===== config.mk =====
export PLATFORM = sky130hd
export DESIGN_NAME = usb_tx_encoder
export DESIGN_NICKNAME = d
export VERILOG_FILES = /design/src/rtl/usb_tx_encoder.sv
export SDC_FILE = /design/constraint.sdc
export NUM_CORES = 1
export LEC_CHECK = 0
export CORE_AREA = 3 3 55 57
export CTS_BUF_LIST = sky130_fd_sc_hd__clkbuf_8
export DETAILED_ROUTE_END_ITERATION = 12
export DIE_AREA = 0 0 58 60
export PLACE_DENSITY_LB_ADDON = 0.15
export SLEW_MARGIN = 15
export SYNTH_ARGS = -nofsm -noshare
export SYNTH_HDL_FRONTEND = slang
export SYNTH_SLANG_ARGS = --single-unit

===== constraint.sdc =====
create_clock -name clk -period 2.8 [get_ports clk]
set_input_delay 0.56 -clock clk [delete_from_list [all_inputs] [get_ports clk]]
set_output_delay 0.56 -clock clk [all_outputs]
set_load 0.05 [all_outputs]

===== src/rtl/usb_tx_encoder.sv =====
// USB full-speed transmit encoder.
// Takes bytes from a source and drives SYNC, then NRZI-encoded, bit-stuffed
// data, then EOP onto D+/D-. Each line bit is held for CLKS_PER_BIT clocks.
module usb_tx_encoder #(
    parameter int          CLKS_PER_BIT = 8,
    parameter int          STUFF_LEN    = 6,
    parameter logic [7:0]  SYNC_BYTE    = 8'h80
) (
    input  logic       clk,
    input  logic       n_rst,
    input  logic       tx_start,
    input  logic [7:0] tx_data,
    input  logic       tx_last,
    output logic       get_byte,
    output logic       dplus_out,
    output logic       dminus_out,
    output logic       tx_active,
    output logic       tx_done
);

    localparam int TMR_W = $clog2(CLKS_PER_BIT);
    localparam logic [TMR_W-1:0] TMR_LAST  = TMR_W'(CLKS_PER_BIT - 1);
    localparam logic [2:0]       STUFF_MAX = 3'(STUFF_LEN);

    localparam logic [2:0] ST_IDLE    = 3'd0;
    localparam logic [2:0] ST_SYNC    = 3'd1;
    localparam logic [2:0] ST_DATA    = 3'd2;
    localparam logic [2:0] ST_STUFF   = 3'd3;
    localparam logic [2:0] ST_EOP_SE0 = 3'd4;
    localparam logic [2:0] ST_EOP_J   = 3'd5;

    logic [2:0]       state_q, state_d;
    logic [TMR_W-1:0] timer_q, timer_d;
    logic [2:0]       bit_idx_q, bit_idx_d;
    logic [2:0]       stuff_q, stuff_d;
    logic [7:0]       byte_q, byte_d;
    logic             last_q, last_d;
    logic             dp_q, dp_d;
    logic             dm_q, dm_d;

    logic bit_end;
    logic tx_bit_en;
    logic tx_bit;
    logic byte_done;
    logic get_byte_c;
    logic done_c;

    assign bit_end = (timer_q == TMR_LAST);

    // Next-state logic: every line change happens on the edge ending a bit period.
    always_comb begin
        state_d    = state_q;
        timer_d    = timer_q;
        bit_idx_d  = bit_idx_q;
        stuff_d    = stuff_q;
        byte_d     = byte_q;
        last_d     = last_q;
        dp_d       = dp_q;
        dm_d       = dm_q;
        tx_bit_en  = 1'b0;
        tx_bit     = 1'b0;
        byte_done  = 1'b0;
        get_byte_c = 1'b0;
        done_c     = 1'b0;

        if (state_q != ST_IDLE) begin
            timer_d = bit_end ? '0 : timer_q + TMR_W'(1);
        end

        case (state_q)
            ST_IDLE: begin
                timer_d = '0;
                if (tx_start) begin
                    get_byte_c = 1'b1;
                    byte_d     = tx_data;
                    last_d     = tx_last;
                    state_d    = ST_SYNC;
                    bit_idx_d  = 3'd0;
                    stuff_d    = 3'd0;
                    tx_bit_en  = 1'b1;
                    tx_bit     = SYNC_BYTE[0];
                end
            end
            ST_SYNC: begin
                if (bit_end) begin
                    tx_bit_en = 1'b1;
                    if (bit_idx_q == 3'd7) begin
                        state_d   = ST_DATA;
                        bit_idx_d = 3'd0;
                        tx_bit    = byte_q[0];
                    end else begin
                        bit_idx_d = bit_idx_q + 3'd1;
                        tx_bit    = SYNC_BYTE[bit_idx_q + 3'd1];
                    end
                end
            end
            ST_DATA: begin
                if (bit_end) begin
                    if (stuff_q == STUFF_MAX) begin
                        // Stuffed 0: a toggle that also clears the run count.
                        state_d   = ST_STUFF;
                        tx_bit_en = 1'b1;
                        tx_bit    = 1'b0;
                    end else if (bit_idx_q != 3'd7) begin
                        bit_idx_d = bit_idx_q + 3'd1;
                        tx_bit_en = 1'b1;
                        tx_bit    = byte_q[bit_idx_q + 3'd1];
                    end else begin
                        byte_done = 1'b1;
                    end
                end
            end
            ST_STUFF: begin
                if (bit_end) begin
                    if (bit_idx_q != 3'd7) begin
                        state_d   = ST_DATA;
                        bit_idx_d = bit_idx_q + 3'd1;
                        tx_bit_en = 1'b1;
                        tx_bit    = byte_q[bit_idx_q + 3'd1];
                    end else begin
                        byte_done = 1'b1;
                    end
                end
            end
            ST_EOP_SE0: begin
                // bit_idx counts the two SE0 bit times.
                if (bit_end) begin
                    if (bit_idx_q == 3'd0) begin
                        bit_idx_d = 3'd1;
                    end else begin
                        state_d   = ST_EOP_J;
                        bit_idx_d = 3'd0;
                        dp_d      = 1'b1;
                        dm_d      = 1'b0;
                    end
                end
            end
            ST_EOP_J: begin
                if (bit_end) begin
                    done_c    = 1'b1;
                    state_d   = ST_IDLE;
                    bit_idx_d = 3'd0;
                    stuff_d   = 3'd0;
                end
            end
            default: begin
                state_d = ST_IDLE;
                dp_d    = 1'b1;
                dm_d    = 1'b0;
            end
        endcase

        // Last bit of a byte (and any stuff bit) is out: reload or finish.
        if (byte_done) begin
            if (last_q) begin
                state_d   = ST_EOP_SE0;
                bit_idx_d = 3'd0;
                stuff_d   = 3'd0;
                dp_d      = 1'b0;
                dm_d      = 1'b0;
            end else begin
                get_byte_c = 1'b1;
                byte_d     = tx_data;
                last_d     = tx_last;
                state_d    = ST_DATA;
                bit_idx_d  = 3'd0;
                tx_bit_en  = 1'b1;
                tx_bit     = tx_data[0];
            end
        end

        // NRZI: a 0 toggles J/K, a 1 holds; ones extend the stuffing run.
        if (tx_bit_en) begin
            dp_d    = tx_bit ? dp_q : ~dp_q;
            dm_d    = ~dp_d;
            stuff_d = tx_bit ? stuff_q + 3'd1 : 3'd0;
        end
    end

    // State registers with synchronous active-low reset to idle J.
    always_ff @(posedge clk) begin
        if (!n_rst) begin
            state_q   <= ST_IDLE;
            timer_q   <= '0;
            bit_idx_q <= 3'd0;
            stuff_q   <= 3'd0;
            byte_q    <= 8'd0;
            last_q    <= 1'b0;
            dp_q      <= 1'b1;
            dm_q      <= 1'b0;
        end else begin
            state_q   <= state_d;
            timer_q   <= timer_d;
            bit_idx_q <= bit_idx_d;
            stuff_q   <= stuff_d;
            byte_q    <= byte_d;
            last_q    <= last_d;
            dp_q      <= dp_d;
            dm_q      <= dm_d;
        end
    end

    // Pulses are masked during reset so a reset edge never advances the source.
    assign get_byte   = get_byte_c & n_rst;
    assign tx_done    = done_c & n_rst;
    assign tx_active  = (state_q != ST_IDLE);
    assign dplus_out  = dp_q;
    assign dminus_out = dm_q;

endmodule


==> results.yml, run 1 <==
status:
  outcome: "finished clean"
placement:
  dpl.hpwl_um: 2440
  gp_congestion: 0.829
  numPortBuffers: 16
synthesis:
  muxShareOfSynthArea_pct: 9.50
  synth-compound-area-share_pct: 22.2
  ys_types: 54
  synth_fa_ha_area_share_pct: 6.72
  synth_ff_type: "dfxtp_1"
  synth_top_family_by_area: "simple AND/OR/NAND/NOR gates"
  synthesis.instances: 169
  synth_seq_cells: 23
  synth-xor-area-share_pct: 0
  yosys.area_share.simple_pct: 23.2
  async_flop_share_pct: 0
  netlist_area_um2: 1490
  avgSynthCellArea_um2: 8.81
  synth_edf_count: 0
  ys_seq_area_share_pct: 30.9
  synth_fp_nets: 189
  ys_warn_count: 0
die:
  die_y_um: 60
  num_rows: 18
  core-area_um2: 2520
  dieWidth_um: 58
  dieArea_um2: 3480
  ios: 17
  initial_utilization_pct: 59.0
power:
  powerDensity_nw_per_um2: 754
  power.switching_mw: 0.538
  p_clk_share_pct: 16.3
  p_int_mw: 0.754
  peakVddDrop_v: 0.000518
  p_comb_share_pct: 49.0
  p_total_mw: 1.29
  power_frac_seq_pct: 34.6
  p_leak_nw: 0.723
  swShare_pct: 41.6
setup_path:
  path_max_fanout: 5
  crit_path_start_kind: "input port"
  crit_type: "in -> out"
  cp.required_ns: 2.24
  end_kind: "primary output"
  arrival_ns: 2.09
  r2r_setup_slack_ns: 0.51
global_routing:
  track_usage_pct: 20.6
  grt_max_degree: 19
  grt_pass1_wl_um: 5500
  grt_pass1_vias: 1222
  antenna_found_initial: 0
  overflow: 0
cts:
  cts_resized: 0
  cts.clk_slew.worst_paths_ns: 0.08
  root_buffer: "clkbuf_8"
  cts_hold_buf: 0
  cts_max_path_buffers: 2
  cts_setup_buffers: 0
  cts_buffers: 3
  clock_sinks: 23
  clk_latency_ns: 0.27
  htreeDepth: 1
  cts_tree: "yes"
final_layout:
  layout.cells.most_common: "dfxtp_1"
  nNetsFinal: 203
  fillers: 220
  drive_above_1_share_pct: 11.5
  area_growth_pct: 15.2
  final_cell_mix: "dfxtp_1, nor2_1, clkdlybuf4s50_1"
  n_antenna_cell: 0
drt:
  ant_nets: 0
  vias: 1294
  drt_pass1_iterations: 4
  vias_per_cell: 6.10
  wirelength_um: 3250
  drc: 0
  drt-wirelength-per-cell_um: 15.3
  drt_first_iter_violations: 71
min_path:
  hp-class: "reg -> reg"
timing:
  finalCritPeriodShare_pct: 94.7
  setup_tns_ns: 0
  hold_viol_final: 0
  finalClockSkew_ns: 0.00200
  fmax_mhz: 377
  max_slew_margin_pct: 66.4
  grt_setup_unrepaired: "no"
  setup_violations: 0
  worst_pin_slew_ns: 0.502
  final_max_slew_viol_count: 0
  min_period_ns: 2.65
run:
  maxCapViolCount: 0
[path summary, 6_finish.rpt]
kind	depth (start not counted)	startpoint	to
setup / recovery	5	tx_start	get_byte
hold / removal	1	timer_q[0]	timer_q[0]
setup reg to reg	7	bit_idx_q[0]	state_q[0]
hold reg to reg	1	timer_q[0]	timer_q[0]
[power groups by stage]
| stage | sequential [mW] | combinational (mW) | clock [mW] |
|---|---|---|---|
| 6_report | 0.448 | 0.634 | 0.211 |
| 5_1_grt | 0.456 | 0.690 | 0.226 |
| 4_1_cts | 0.446 | 0.630 | 0.215 |
| 3_5_place_dp | 0.452 | 0.628 | 0 |
| 3_3_place_gp | 0.450 | 0.609 | 0 |
| 2_1_floorplan | 0.457 | 0.490 | 0 |
[cells in the mapped netlist, drive strengths merged, types with 3 or more instances]
cell type	number	area [µm²]
mux2i	13	130
dfxtp	23	460
and3	3	18.8
a21oi	5	25.0
nand2	9	33.8
nand4	3	18.8
inv	10	37.5
nor2b	3	18.8
o21ai	7	35.0
nor3	4	20.0
a32oi	3	33.8
buf	9	66.3
a22oi	3	22.5
ha	8	100
nand3	4	20.0
nor2	21	86.3
nand2b	5	31.3
[kinds of logic (layout without fill, tap and decap cells)]
group	after synthesis	count (layout)
buffers and inverters	21	34
AO/OA/AOI/OAI	41	41
multiplexers	14	14
AND/OR/NAND/NOR	62	62
flip-flops	23	23
adder cells (fa/ha/maj)	8	8
[state kept, by name, summed over array words and instances, names as in the netlist]
| signal | cells |
|---|---|
| byte_q | 8 |
| bit_idx_q | 3 |
| state_q | 3 |
| stuff_q | 3 |
| timer_q | 3 |
| dminus_out | 1 |
| dplus_out | 1 |
| last_q | 1 |
[per-layer routing]
layer	vias to the layer above	GRT usage, %	wire (µm)
li1	644	-	-
met1	595	27.1	1530
met2	46	33.9	1440
met3	9	3.02	225
met4	0	7.95	59
met5	-	0	0
[stage by stage]
| stage | util (%) | hold slack [ns] | setup slack (ns) | cells | area, µm² |
|---|---|---|---|---|---|
| 6_report | 68.0 | 0.437 | 0.148 | 212 | 1720 |
| 5_1_grt | 68.0 | 0.469 | 0.0289 | 212 | 1720 |
| 4_1_cts | 68.0 | 0.441 | 0.172 | 212 | 1720 |
| 3_5_place_dp | 66.2 | 0.429 | 0.196 | 208 | 1670 |
| 3_3_place_gp | 66.2 | 0.413 | 0.214 | 208 | 1670 |
| 2_1_floorplan | - | 0.405 | 0.423 | 169 | 1500 |
[critical path: stages]
cell             delay, ns
clkdlybuf4s50_1       0.53
or4b_4                0.53
o31ai_4               0.09
and2_1                0.23
buf_12                0.15
[area by class of cell]
cell class,instances,area (µm²),area share (%)
Clock inverter,1,5.00,0.292
Sequential cell,23,460,26.8
Tap cell,30,37.5,2.19
Inverter,10,37.5,2.19
Timing Repair Buffer,20,210,12.3
Clock buffer,3,41.3,2.41
Multi-Input combinational cell,125,923,53.8
Power figures use the tool's default switching activity.
==> run 2, diff against run 1 <==
--- a/config.mk
+++ b/config.mk
@@ -5,10 +5,10 @@
 export SDC_FILE = /design/constraint.sdc
 export NUM_CORES = 1
 export LEC_CHECK = 0
-export CORE_AREA = 3 3 55 57
+export CORE_AREA = 4 4 56 58
 export CTS_BUF_LIST = sky130_fd_sc_hd__clkbuf_8
 export DETAILED_ROUTE_END_ITERATION = 12
-export DIE_AREA = 0 0 58 60
+export DIE_AREA = 0 0 60 62
 export PLACE_DENSITY_LB_ADDON = 0.15
 export SLEW_MARGIN = 15
 export SYNTH_ARGS = -nofsm -noshare
==> run 2 against run 1 <==
- routed wire length fell by 2.2%
- register-to-register slack got worse by 0.07 ns
- critical endpoint unchanged
- clock power fell by 4%
- flip-flop and latch count did not move
- clock-buffer cell count did not move
- highest routed layer unchanged
- setup slack improved by 0.0054 ns
- maximum frequency rose by 0.20%
==> results.yml, run 2 (synthesis gave the netlist of run 1 again) <==
final_layout:
  nNetsFinal: 203
  drive_above_1_share_pct: 11.0
  fillers: 238
  area_growth_pct: 15.2
  largest_reg_flops: 8
  layout.cells.most_common: "dfxtp_1"
  final_cell_mix: "dfxtp_1, nor2_1, clkdlybuf4s50_1"
  top_register: "byte_q"
  n_antenna_cell: 0
  final_core_util_pct: 64.4
  stdcell_area_um2: 1720
power:
  swShare_pct: 41.0
  p_int_mw: 0.752
  p_comb_share_pct: 49.3
  p_leak_nw: 0.724
  peakVddDrop_v: 0.000523
  p_total_mw: 1.27
  power.switching_mw: 0.522
  powerDensity_nw_per_um2: 743
  p_clk_share_pct: 15.9
  power_frac_seq_pct: 34.8
die:
  num_rows: 19
  core-area_um2: 2660
  die_y_um: 62
  dieWidth_um: 60
  initial_utilization_pct: 55.9
  ios: 17
  dieArea_um2: 3720
drt:
  ant_nets: 0
  vias_per_cell: 5.95
  drt-wirelength-per-cell_um: 14.9
  drc: 0
  wirelength_um: 3180
  drt_pass1_iterations: 4
  drt_first_iter_violations: 78
  vias: 1268
cts:
  cts_max_path_buffers: 2
  cts_hold_buf: 0
  root_buffer: "clkbuf_8"
  cts_buffers: 3
  cts_tree: "yes"
  cts_resized: 0
  cts.clk_slew.worst_paths_ns: 0.08
  cts_setup_buffers: 0
  htreeDepth: 1
  clk_latency_ns: 0.26
  clock_sinks: 23
global_routing:
  grt_pass1_vias: 1178
  grt_max_degree: 20
  overflow: 0
  grt_pass1_wl_um: 5310
  antenna_found_initial: 0
  track_usage_pct: 18.5
status:
  outcome: "finished clean"
timing:
  grt_setup_unrepaired: "no"
  setup_tns_ns: 0
  final_max_slew_viol_count: 0
  finalCritPeriodShare_pct: 94.5
  min_period_ns: 2.65
  finalClockSkew_ns: 0.00331
  worst_pin_slew_ns: 0.495
  fmax_mhz: 378
  setup_violations: 0
  max_slew_margin_pct: 66.9
  hold_viol_final: 0
placement:
  dpl.hpwl_um: 2370
  numPortBuffers: 16
  gp_congestion: 0.869
  placed_cell_area_um2: 1670
setup_path:
  cp.required_ns: 2.24
  end_kind: "primary output"
  crit_type: "reg -> out"
  path_max_fanout: 9
  crit_path_start_kind: "register"
  r2r_setup_slack_ns: 0.44
  arrival_ns: 2.09
run:
  maxCapViolCount: 0
min_path:
  hp-class: "reg -> reg"
run 2: cell count changes in the layout (fill, tap and decap cells not counted):
| cell | before | now |
|---|---|---|
| clkinv_2 | 1 | 0 |
| inv_1 | 9 | 10 |
run 2: cell type report:
type	instances	area (µm²)	share of cell area [%]
clock buffers	3	41.3	2.41
clock inverters	1	3.75	0.219
inverters	10	37.5	2.19
multi-input cells	125	923	53.8
flip-flops and latches	23	460	26.8
well taps	31	38.8	2.26
repair buffers	20	210	12.3
run 2: path summary, 6_finish.rpt:
path,start,to,cells after the start
worst min register to register,timer_q[0],timer_q[0],1
worst min-delay path,timer_q[0],timer_q[0],1
worst max-delay path,bit_idx_q[0],get_byte,6
worst max register to register,bit_idx_q[0],state_q[0],7
run 2: layer usage:
metal / wire length, µm / global-route usage (%) / vias to the layer above
li1: - / - / 641
met1: 1540 / 25.5 / 582
met2: 1440 / 30.7 / 41
met3: 162 / 1.24 / 4
met4: 38 / 6.33 / 0
met5: 0 / 0 / -
run 2: metrics by stage:
stage	hold WS (ns)	cells	setup slack, ns
detailed placement	0.422	209	0.200
finish	0.430	213	0.154
global placement	0.413	209	0.196
floorplan	0.405	169	0.423
CTS	0.434	213	0.149
global route	0.461	213	0.0407
run 2: power groups by stage:
| stage | Combinational (mW) | Sequential, mW | Clock (mW) |
|---|---|---|---|
| 3_5_place_dp | 0.621 | 0.451 | 0 |
| 2_1_floorplan | 0.490 | 0.457 | 0 |
| 6_report | 0.628 | 0.444 | 0.203 |
| 5_1_grt | 0.685 | 0.453 | 0.221 |
| 4_1_cts | 0.625 | 0.443 | 0.211 |
| 3_3_place_gp | 0.609 | 0.446 | 0 |
run 2: worst max-delay path, stage by stage, from the launching register on:
cell      delay [ns]
dfxtp_1         0.44
ha_1            0.20
ha_1            0.39
nand4b_4        0.22
o31ai_4         0.22
and2_1          0.21
buf_12          0.15
==> run 3, diff against run 2 <==
--- a/config.mk
+++ b/config.mk
@@ -9,6 +9,7 @@
 export CTS_BUF_LIST = sky130_fd_sc_hd__clkbuf_8
 export DETAILED_ROUTE_END_ITERATION = 12
 export DIE_AREA = 0 0 60 62
+export MAX_ROUTING_LAYER = met4
 export PLACE_DENSITY_LB_ADDON = 0.15
 export SLEW_MARGIN = 15
 export SYNTH_ARGS = -nofsm -noshare
==> constraint.sdc (replaced) <==
create_clock -name clk -period 2.8 [get_ports clk]
set_input_delay 0.56 -clock clk [delete_from_list [all_inputs] [get_ports clk]]
set_output_delay 0.56 -clock clk [all_outputs]
set_load 0.01 [all_outputs]
==> run 3 against run 2 <==
- power down 4.2%
- clock skew decreased by 0.0024 ns
- flip-flop and latch count did not move
- setup slack gained 0.038 ns
- die area unchanged
- final area rose by 0.58%
- routed wire length is 1.9% higher
- first-iteration DRC count shrank 5.1%
- final cell count grew 2.3%
==> results.yml, run 3 (synthesis gave the netlist of run 1 again) <==
die:
  ios: 17
  core-area_um2: 2660
  initial_utilization_pct: 55.9
  num_rows: 19
  die_y_um: 62
  dieArea_um2: 3720
  dieWidth_um: 60
drt:
  wirelength_um: 3240
  vias_per_cell: 5.92
  ant_nets: 0
  drt-wirelength-per-cell_um: 14.8
  drt_pass1_iterations: 5
  drt_first_iter_violations: 74
  vias: 1290
  drc: 0
timing:
  finalCritPeriodShare_pct: 93.1
  min_period_ns: 2.61
  finalClockSkew_ns: 0.000937
  fmax_mhz: 383
  final_max_slew_viol_count: 0
  setup_violations: 0
  worst_pin_slew_ns: 0.433
  max_slew_margin_pct: 71.1
  grt_setup_unrepaired: "no"
  finalWorstSetupSlack_ns: 0.192
  hold_viol_final: 0
  setup_tns_ns: 0
  hold_ws_ns: 0.435
final_layout:
  final_core_util_pct: 64.8
  area_growth_pct: 15.9
  top_register: "byte_q"
  drive_above_1_share_pct: 11.8
  layout.cells.most_common: "dfxtp_1"
  final_cell_mix: "dfxtp_1, nor2_1, clkdlybuf4s50_1"
  largest_reg_flops: 8
  fillers: 241
  stdcell_area_um2: 1730
  stdcell_count: 218
  n_antenna_cell: 0
  nNetsFinal: 208
global_routing:
  grt_pass1_wl_um: 5430
  overflow: 0
  grt_pass1_vias: 1188
  antenna_found_initial: 0
  track_usage_pct: 19.6
  grt_max_degree: 20
cts:
  clk_latency_ns: 0.26
  cts_max_path_buffers: 2
  cts_buffers: 3
  cts_setup_buffers: 0
  cts.clk_slew.worst_paths_ns: 0.08
  cts_resized: 1
  clock_sinks: 23
  htreeDepth: 1
  cts_tree: "yes"
  root_buffer: "clkbuf_8"
  cts_hold_buf: 0
run:
  maxCapViolCount: 0
min_path:
  holdPathEnd: "timer_q[0]"
  hold_depth: 1
  min_from: "timer_q[0]"
  hp-class: "reg -> reg"
setup_path:
  path_max_fanout: 9
  crit_path_max_incr_delay_ns: 0.59
  crit_type: "reg -> out"
  crit_path_start_kind: "register"
  cp.required_ns: 2.24
  cp_cell_sequence: "ha_1 -> ha_1 -> buf_4 -> nand2b_1 -> nor4_1 -> clkdlybuf4s50_1"
  arrival_ns: 2.05
  crit_top_cell: "ha_1"
  end_kind: "primary output"
  r2r_setup_slack_ns: 0.61
  crit_start: "timer_q[0]"
  r2r_end: "dplus_out"
  crit-reg2reg-launch: "bit_idx_q[0]"
  critPathSlowestCell: "clkdlybuf4s50_1"
  r2r_cells: 7
power:
  p_leak_nw: 0.744
  swShare_pct: 37.7
  p_int_mw: 0.760
  p_comb_share_pct: 47.9
  peakVddDrop_v: 0.000555
  power.switching_mw: 0.460
  power_frac_seq_pct: 35.5
  p_total_mw: 1.22
  p_clk_share_pct: 16.7
  powerDensity_nw_per_um2: 707
placement:
  placed_cell_area_um2: 1680
  dp_cells: 214
  place_ws_ns: -0.0489
  dpl.hpwl_um: 2470
  numPortBuffers: 16
  gp_congestion: 0.875
status:
  outcome: "finished clean"
run 3: routing by layer:
metal  vias to the layer above  part of all wire (%)  track usage [%]
li1                        646                     -                -
met1                       613                    46             25.6
met2                        29                    50             31.3
met3                         2                   3.6             2.89
met4                         0                  0.65             6.33
met5                         -                     0                -
run 3: cell type report:
class / count / area (µm²) / share of cell area (%)
multi-input cells: 125 / 917 / 53.2
flip-flops and latches: 23 / 460 / 26.7
repair buffers: 25 / 226 / 13.1
clock buffers: 3 / 41.3 / 2.39
well taps: 31 / 38.8 / 2.25
inverters: 10 / 37.5 / 2.18
clock inverters: 1 / 3.75 / 0.218
run 3: how the worst max path moves through the flow:
| stage | endpoint | slack, ns | depth (start not counted) |
|---|---|---|---|
| after floorplan | get_byte | 0.69 | 7 |
| after global placement | get_byte | -0.06 | 5 |
| after detailed placement | get_byte | -0.05 | 5 |
| after CTS | tx_done | 0.17 | 6 |
| after global routing | tx_done | 0.03 | 6 |
| final | tx_done | 0.19 | 6 |
run 3: power by group through the flow:
stage / logic (mW) / registers, mW / clock network [mW]
6_report: 0.584 / 0.433 / 0.203
3_5_place_dp: 0.576 / 0.440 / 0
3_3_place_gp: 0.561 / 0.436 / 0
2_1_floorplan: 0.450 / 0.428 / 0
4_1_cts: 0.578 / 0.433 / 0.209
5_1_grt: 0.639 / 0.441 / 0.223
run 3: critical path, delay by kind of cell (launching register included):
family                     cells  cell delay, ns
buffers and inverters          2            0.77
adders and majority gates      2            0.36
DFF                            1            0.34
and+or+nand+nor                2            0.31
